==> src/rtl/rv32i_types.sv <==
// Shared core types: the CDB broadcast packet and functional-unit indices.
package rv32i_types;

    localparam int PHYS_REG_BITS = 6;
    localparam int ROB_IDX_BITS  = 6;

    localparam int FU_ADD = 0;
    localparam int FU_MUL = 1;
    localparam int FU_DIV = 2;

    typedef struct packed {
        logic [PHYS_REG_BITS-1:0] pd;
        logic [4:0]               rd;
        logic [ROB_IDX_BITS-1:0]  rob_num;
        logic [31:0]              data;
    } cdb_pkt_t;

endpackage

==> src/rtl/cdb_arbiter_rr.sv <==
// Round-robin picker: first requester at or after i_ptr wins; returns one-hot grant and index.
module rr_arbiter #(
    parameter int N  = 3,
    parameter int PW = (N > 1) ? $clog2(N) : 1
) (
    input  logic [N-1:0]  i_req,
    input  logic [PW-1:0] i_ptr,
    output logic [N-1:0]  o_grant,
    output logic [PW-1:0] o_idx,
    output logic          o_any
);

    logic [PW-1:0] w_idx;

    always_comb begin
        o_grant = '0;
        o_idx   = '0;
        o_any   = 1'b0;
        w_idx   = '0;
        for (int k = 0; k < N; k++) begin
            w_idx = PW'((int'(i_ptr) + k) % N);
            if (!o_any && i_req[w_idx]) begin
                o_any          = 1'b1;
                o_grant[w_idx] = 1'b1;
                o_idx          = w_idx;
            end
        end
    end

endmodule

==> src/rtl/cdb_arbiter.sv <==
// CDB arbiter: one holding buffer per FU, round-robin broadcast of one result per cycle.
// Define CDB_BYPASS_EN to broadcast straight from fu_pkt when every buffer is empty.
module cdb_arbiter
    import rv32i_types::*;
#(
    parameter int NUM_FU = 3
) (
    input  logic              clk,
    input  logic              rst_n,
    input  logic              flush,
    input  logic [NUM_FU-1:0] fu_valid,
    input  cdb_pkt_t          fu_pkt [NUM_FU],
    output logic [NUM_FU-1:0] fu_ready,
    output logic              cdb_valid,
    output cdb_pkt_t          cdb_pkt,
    output logic [NUM_FU-1:0] cdb_grant
);

    localparam int PTR_W = (NUM_FU > 1) ? $clog2(NUM_FU) : 1;

    logic [NUM_FU-1:0] r_buf_valid;
    cdb_pkt_t          r_buf_pkt [NUM_FU];
    logic [PTR_W-1:0]  r_rr_ptr;

    logic [NUM_FU-1:0] w_buf_grant;
    logic [PTR_W-1:0]  w_buf_idx;
    logic              w_buf_any;
    logic [NUM_FU-1:0] w_byp_grant;
    logic [PTR_W-1:0]  w_byp_idx;
    logic              w_byp_sel;
    logic [PTR_W-1:0]  w_win_idx;
    logic [PTR_W-1:0]  w_rr_next;
    logic              w_any;
    logic [NUM_FU-1:0] w_accept;

    // Arbitration looks only at registered buffers, so fu_ready never depends on fu_valid.
    rr_arbiter #(.N(NUM_FU), .PW(PTR_W)) u_rr_buf (
        .i_req   (r_buf_valid),
        .i_ptr   (r_rr_ptr),
        .o_grant (w_buf_grant),
        .o_idx   (w_buf_idx),
        .o_any   (w_buf_any)
    );

`ifdef CDB_BYPASS_EN
    logic [NUM_FU-1:0] w_byp_grant_raw;
    logic              w_byp_any;

    rr_arbiter #(.N(NUM_FU), .PW(PTR_W)) u_rr_byp (
        .i_req   (fu_valid),
        .i_ptr   (r_rr_ptr),
        .o_grant (w_byp_grant_raw),
        .o_idx   (w_byp_idx),
        .o_any   (w_byp_any)
    );

    assign w_byp_sel   = !flush && !w_buf_any && w_byp_any;
    assign w_byp_grant = w_byp_sel ? w_byp_grant_raw : '0;
`else
    assign w_byp_sel   = 1'b0;
    assign w_byp_grant = '0;
    assign w_byp_idx   = '0;
`endif

    always_comb begin
        w_any     = !flush && (w_buf_any || w_byp_sel);
        w_win_idx = w_buf_any ? w_buf_idx : w_byp_idx;
        cdb_valid = w_any;
        cdb_grant = '0;
        cdb_pkt   = '0;
        if (w_any) begin
            cdb_grant = w_buf_any ? w_buf_grant : w_byp_grant;
            cdb_pkt   = w_buf_any ? r_buf_pkt[w_buf_idx] : fu_pkt[w_byp_idx];
        end
        fu_ready  = ~r_buf_valid | cdb_grant;
        w_accept  = fu_valid & fu_ready & ~w_byp_grant;
        w_rr_next = (w_win_idx == PTR_W'(NUM_FU - 1)) ? '0 : w_win_idx + 1'b1;
    end

    always_ff @(posedge clk) begin
        if (!rst_n || flush) begin
            r_buf_valid <= '0;
            r_rr_ptr    <= '0;
            for (int i = 0; i < NUM_FU; i++) begin
                r_buf_pkt[i] <= '0;
            end
        end else begin
            for (int i = 0; i < NUM_FU; i++) begin
                if (w_accept[i]) begin
                    r_buf_valid[i] <= 1'b1;
                    r_buf_pkt[i]   <= fu_pkt[i];
                end else if (cdb_grant[i]) begin
                    r_buf_valid[i] <= 1'b0;
                end
            end
            if (w_any) begin
                r_rr_ptr <= w_rr_next;
            end
        end
    end

endmodule

==> config.mk <==
export PLATFORM = sky130hd
export DESIGN_NAME = cdb_arbiter
export DESIGN_NICKNAME = d
export VERILOG_FILES = /design/src/rtl/rv32i_types.sv /design/src/rtl/cdb_arbiter_rr.sv /design/src/rtl/cdb_arbiter.sv
export SDC_FILE = /design/constraint.sdc
export NUM_CORES = 1
export LEC_CHECK = 0
export ABC_AREA = 1
export CAP_MARGIN = 30
export CORE_MARGIN = 5
export CORE_UTILIZATION = 30
export CTS_CLUSTER_DIAMETER = 120
export DETAILED_ROUTE_END_ITERATION = 12
export SLEW_MARGIN = 10
export SYNTH_ARGS = -nofsm -noshare
export SYNTH_HDL_FRONTEND = slang
export SYNTH_SLANG_ARGS = --single-unit
export TNS_END_PERCENT = 100
==> constraint.sdc <==
create_clock -name clk -period 3.4 [get_ports clk]
set_input_delay 0.68 -clock clk [delete_from_list [all_inputs] [get_ports clk]]
set_output_delay 0.68 -clock clk [all_outputs]
set_load 0.1 [all_outputs]
==> run summary <==
Max Slew Vio Count -> 0
Worst-Skew Late Latency -> 0.42 ns
Max cap viols -> 0
Final Power -> 8040 uW
CTS Buf Count -> 17
Crit Path Category -> flip-flop to primary output
Post-synth EDFFs -> 147
Tmin final -> 3.37 ns
Area growth, synth to finish -> 65.9%
RSZ-0062 raised after global routing -> yes
Flop-to-flop setup slack -> 0.34 ns
TritonCTS clock tree -> done
Vias -> 5,951
Iter 0 DRT Violations -> 268
Synth top area share -> 0.578
VDD IR max -> 0.474 mV
Worst Skew -> 0.00921 ns
Synth Flop Type -> edfxtp_1
Vias in the first global route -> 6,074
Post-CTS Hold Buffers -> 0
CTS Buffer Depth -> 2
Maximum fanout along the worst path -> 8
Crit path DAT -> 2.69 ns
Most common cell in the synthesized netlist -> inv_1
Seq cells post-synth -> 152
WL final -> 23,800 microns
Max Freq -> 297 MHz
Fill cells -> 2,279
PortBufs -> 208
GP Congestion -> 0.842
WL/cell -> 17.6 microns
Worst slew pin tran -> 0.440 ns
CP startpoint kind -> flip-flop
Outcome -> finished clean
Die X -> 170 microns
Starting Density -> 0.304
Area of the core -> 25,100 sq um
# clock sinks -> 152
Ports -> 209
Die footprint -> 28,800 sq um
Residual DRC -> 0
Rows -> 58
Yosys top cell by area -> edfxtp_1
Hold Vio Cnt, Final -> 0
Die height -> 170 microns
Total GRT Usage -> 0.156
PwrDens -> 634 nW/um^2
Antenna violations before repair -> 2
Sequential area share after synthesis -> 0.591
Leakage power -> 0.00506 uW
Nets -> 1,163
CTS clk-pin slew, worst paths -> 0.07 ns
Synthesized instance count -> 779
First-pass GRT wire length -> 34,400 microns
Clock Tree Root -> clkbuf_16
Syn Area/Cell -> 9.81 sq um
Largest net degree at the start of global routing -> 50
Synth cell count leaders -> 161 x inv_1, 147 x edfxtp_1, 130 x nand2_1
Post-Syn Nets -> 936
Pre-Repair DR Iteration Count -> 4
Synth top area cells -> edfxtp_1 58%, nor2_2 8.2%, inv_1 7.9%
Layout cells sized above 1 -> 0.345
Final Setup Violations -> 0
Routed vias/inst -> 4.40
Total grt overflow -> 0
Finished Layout Cells -> 1,351
Worst slew margin -> 0.706
Htree depth -> 4
CP required -> 2.72 ns
Detailed-placement wirelength estimate -> 14,900 microns
Period utilization -> 0.992
Final ANT Viol Nets -> 0
Synth cell types -> 26
Synthesized area -> 7640 sq um
Worst hold-check path type -> flip-flop to flip-flop
Kind of end point of the critical path -> primary output
Yosys warns -> 0
# placed instances -> 1,294
Post-synth ARST share -> 0
critical path, stage by stage, from the launching register on:
cell       delay [ns]
dfxtp_4          0.37
ha_4             0.28
inv_4            0.09
nand2_1          0.06
nand3_1          0.10
nand2_2          0.10
nand2_4          0.10
o21ai_4          0.06
nor2_4           0.25
buf_6            0.18
clkbuf_16        0.19
nand3_2          0.10
a31oi_4          0.19
buf_12           0.20
metrics by stage:
step                       util  hold WS (ns)  TNS [ns]  instance area (sq um)  setup slack [ns]
after floorplan               -         0.504    -0.172                   8380            -0.172
after global placement    0.453         0.528         0                  11400             0.198
after detailed placement  0.453         0.543         0                  11400            0.0810
after CTS                 0.484         0.523         0                  12200           0.00671
after global routing      0.505         0.535     -2.07                  12700           -0.0850
final                     0.505         0.513         0                  12700            0.0288
repair_timing:
action	CTS	global route
endpoints found under the setup margin	49	49
resized for setup	28	65
cloned	2	7
hold endpoints to repair	0	0
pin swaps	3	35
setup buffers	2	13
final timing paths:
kind,to,start,cells past startpoint
max reg2reg,r_buf_pkt[1][22]$_SDFFCE_PN0P_,r_rr_ptr[1]$_SDFFE_PP0P_,17
max,cdb_pkt[30],r_rr_ptr[1]$_SDFFE_PP0P_,13
min,r_rr_ptr[0]$_SDFFE_PP0P_,r_rr_ptr[0]$_SDFFE_PP0P_,2
min reg2reg,r_rr_ptr[0]$_SDFFE_PP0P_,r_rr_ptr[0]$_SDFFE_PP0P_,2
where the power goes:
| group | internal, uW | leakage (uW) | switching (uW) | total, uW |
|---|---|---|---|---|
| clock network | 1050 | 0.000291 | 876 | 1930 |
| registers | 2210 | 0.00172 | 52.6 | 2260 |
| logic | 1450 | 0.00304 | 2400 | 3850 |
| total | 4710 | 0.00506 | 3330 | 8040 |
final cells by class:
type	count	area, sq um	share of cell area
clock buffer	17	425	0.0336
inverter	167	654	0.0516
timing repair buffer	249	3310	0.261
sequential	152	4520	0.357
antenna	2	5.00	0.000395
tap	330	413	0.0326
multi-input combinational	419	3180	0.251
clock inverter	15	169	0.0133
state kept, by name (all words and copies together) (netlist names):
| name | flops |
|---|---|
| r_buf_pkt | 147 |
| r_buf_valid | 3 |
| r_rr_ptr | 2 |
metal layers:
layer	GRT usage	vias to the layer above	wire, microns
met5	0	-	0
met4	0.0462	0	318
met3	0.0333	15	983
met2	0.272	126	12500
met1	0.195	2866	9990
li1	-	2944	-
kinds of logic (layout without fill, tap and decap cells):
logic type	Yosys count	after routing	synth area share
compound gates	60	60	0.0481
fa+ha+maj	4	4	0.00655
buf+inv	208	448	0.130
flops	152	152	0.591
other cells	0	2	0
simple gates	355	355	0.224
placed cells by master, fill, tap and decap left out, types with 3 or more instances in the layout:
| cell type | synthesis | layout |
|---|---|---|
| a31oi_4 | 0 | 48 |
| clkbuf_16 | 0 | 23 |
| nand2_1 | 130 | 116 |
| inv_1 | 161 | 157 |
| nand3_1 | 60 | 31 |
| inv_2 | 5 | 5 |
| clkdlybuf4s50_1 | 0 | 152 |
| nor2_1 | 49 | 48 |
| a21oi_1 | 5 | 5 |
| inv_8 | 0 | 4 |
| nand3_2 | 3 | 27 |
| dfxtp_1 | 5 | 3 |
| buf_6 | 4 | 5 |
| nand2_4 | 1 | 6 |
| buf_4 | 0 | 12 |
| nand3_4 | 0 | 5 |
| nor2_2 | 100 | 100 |
| nand2_2 | 10 | 17 |
| edfxtp_1 | 147 | 147 |
| buf_12 | 10 | 72 |
| inv_6 | 0 | 10 |
Note: power is estimated with default switching activity, not from simulation.
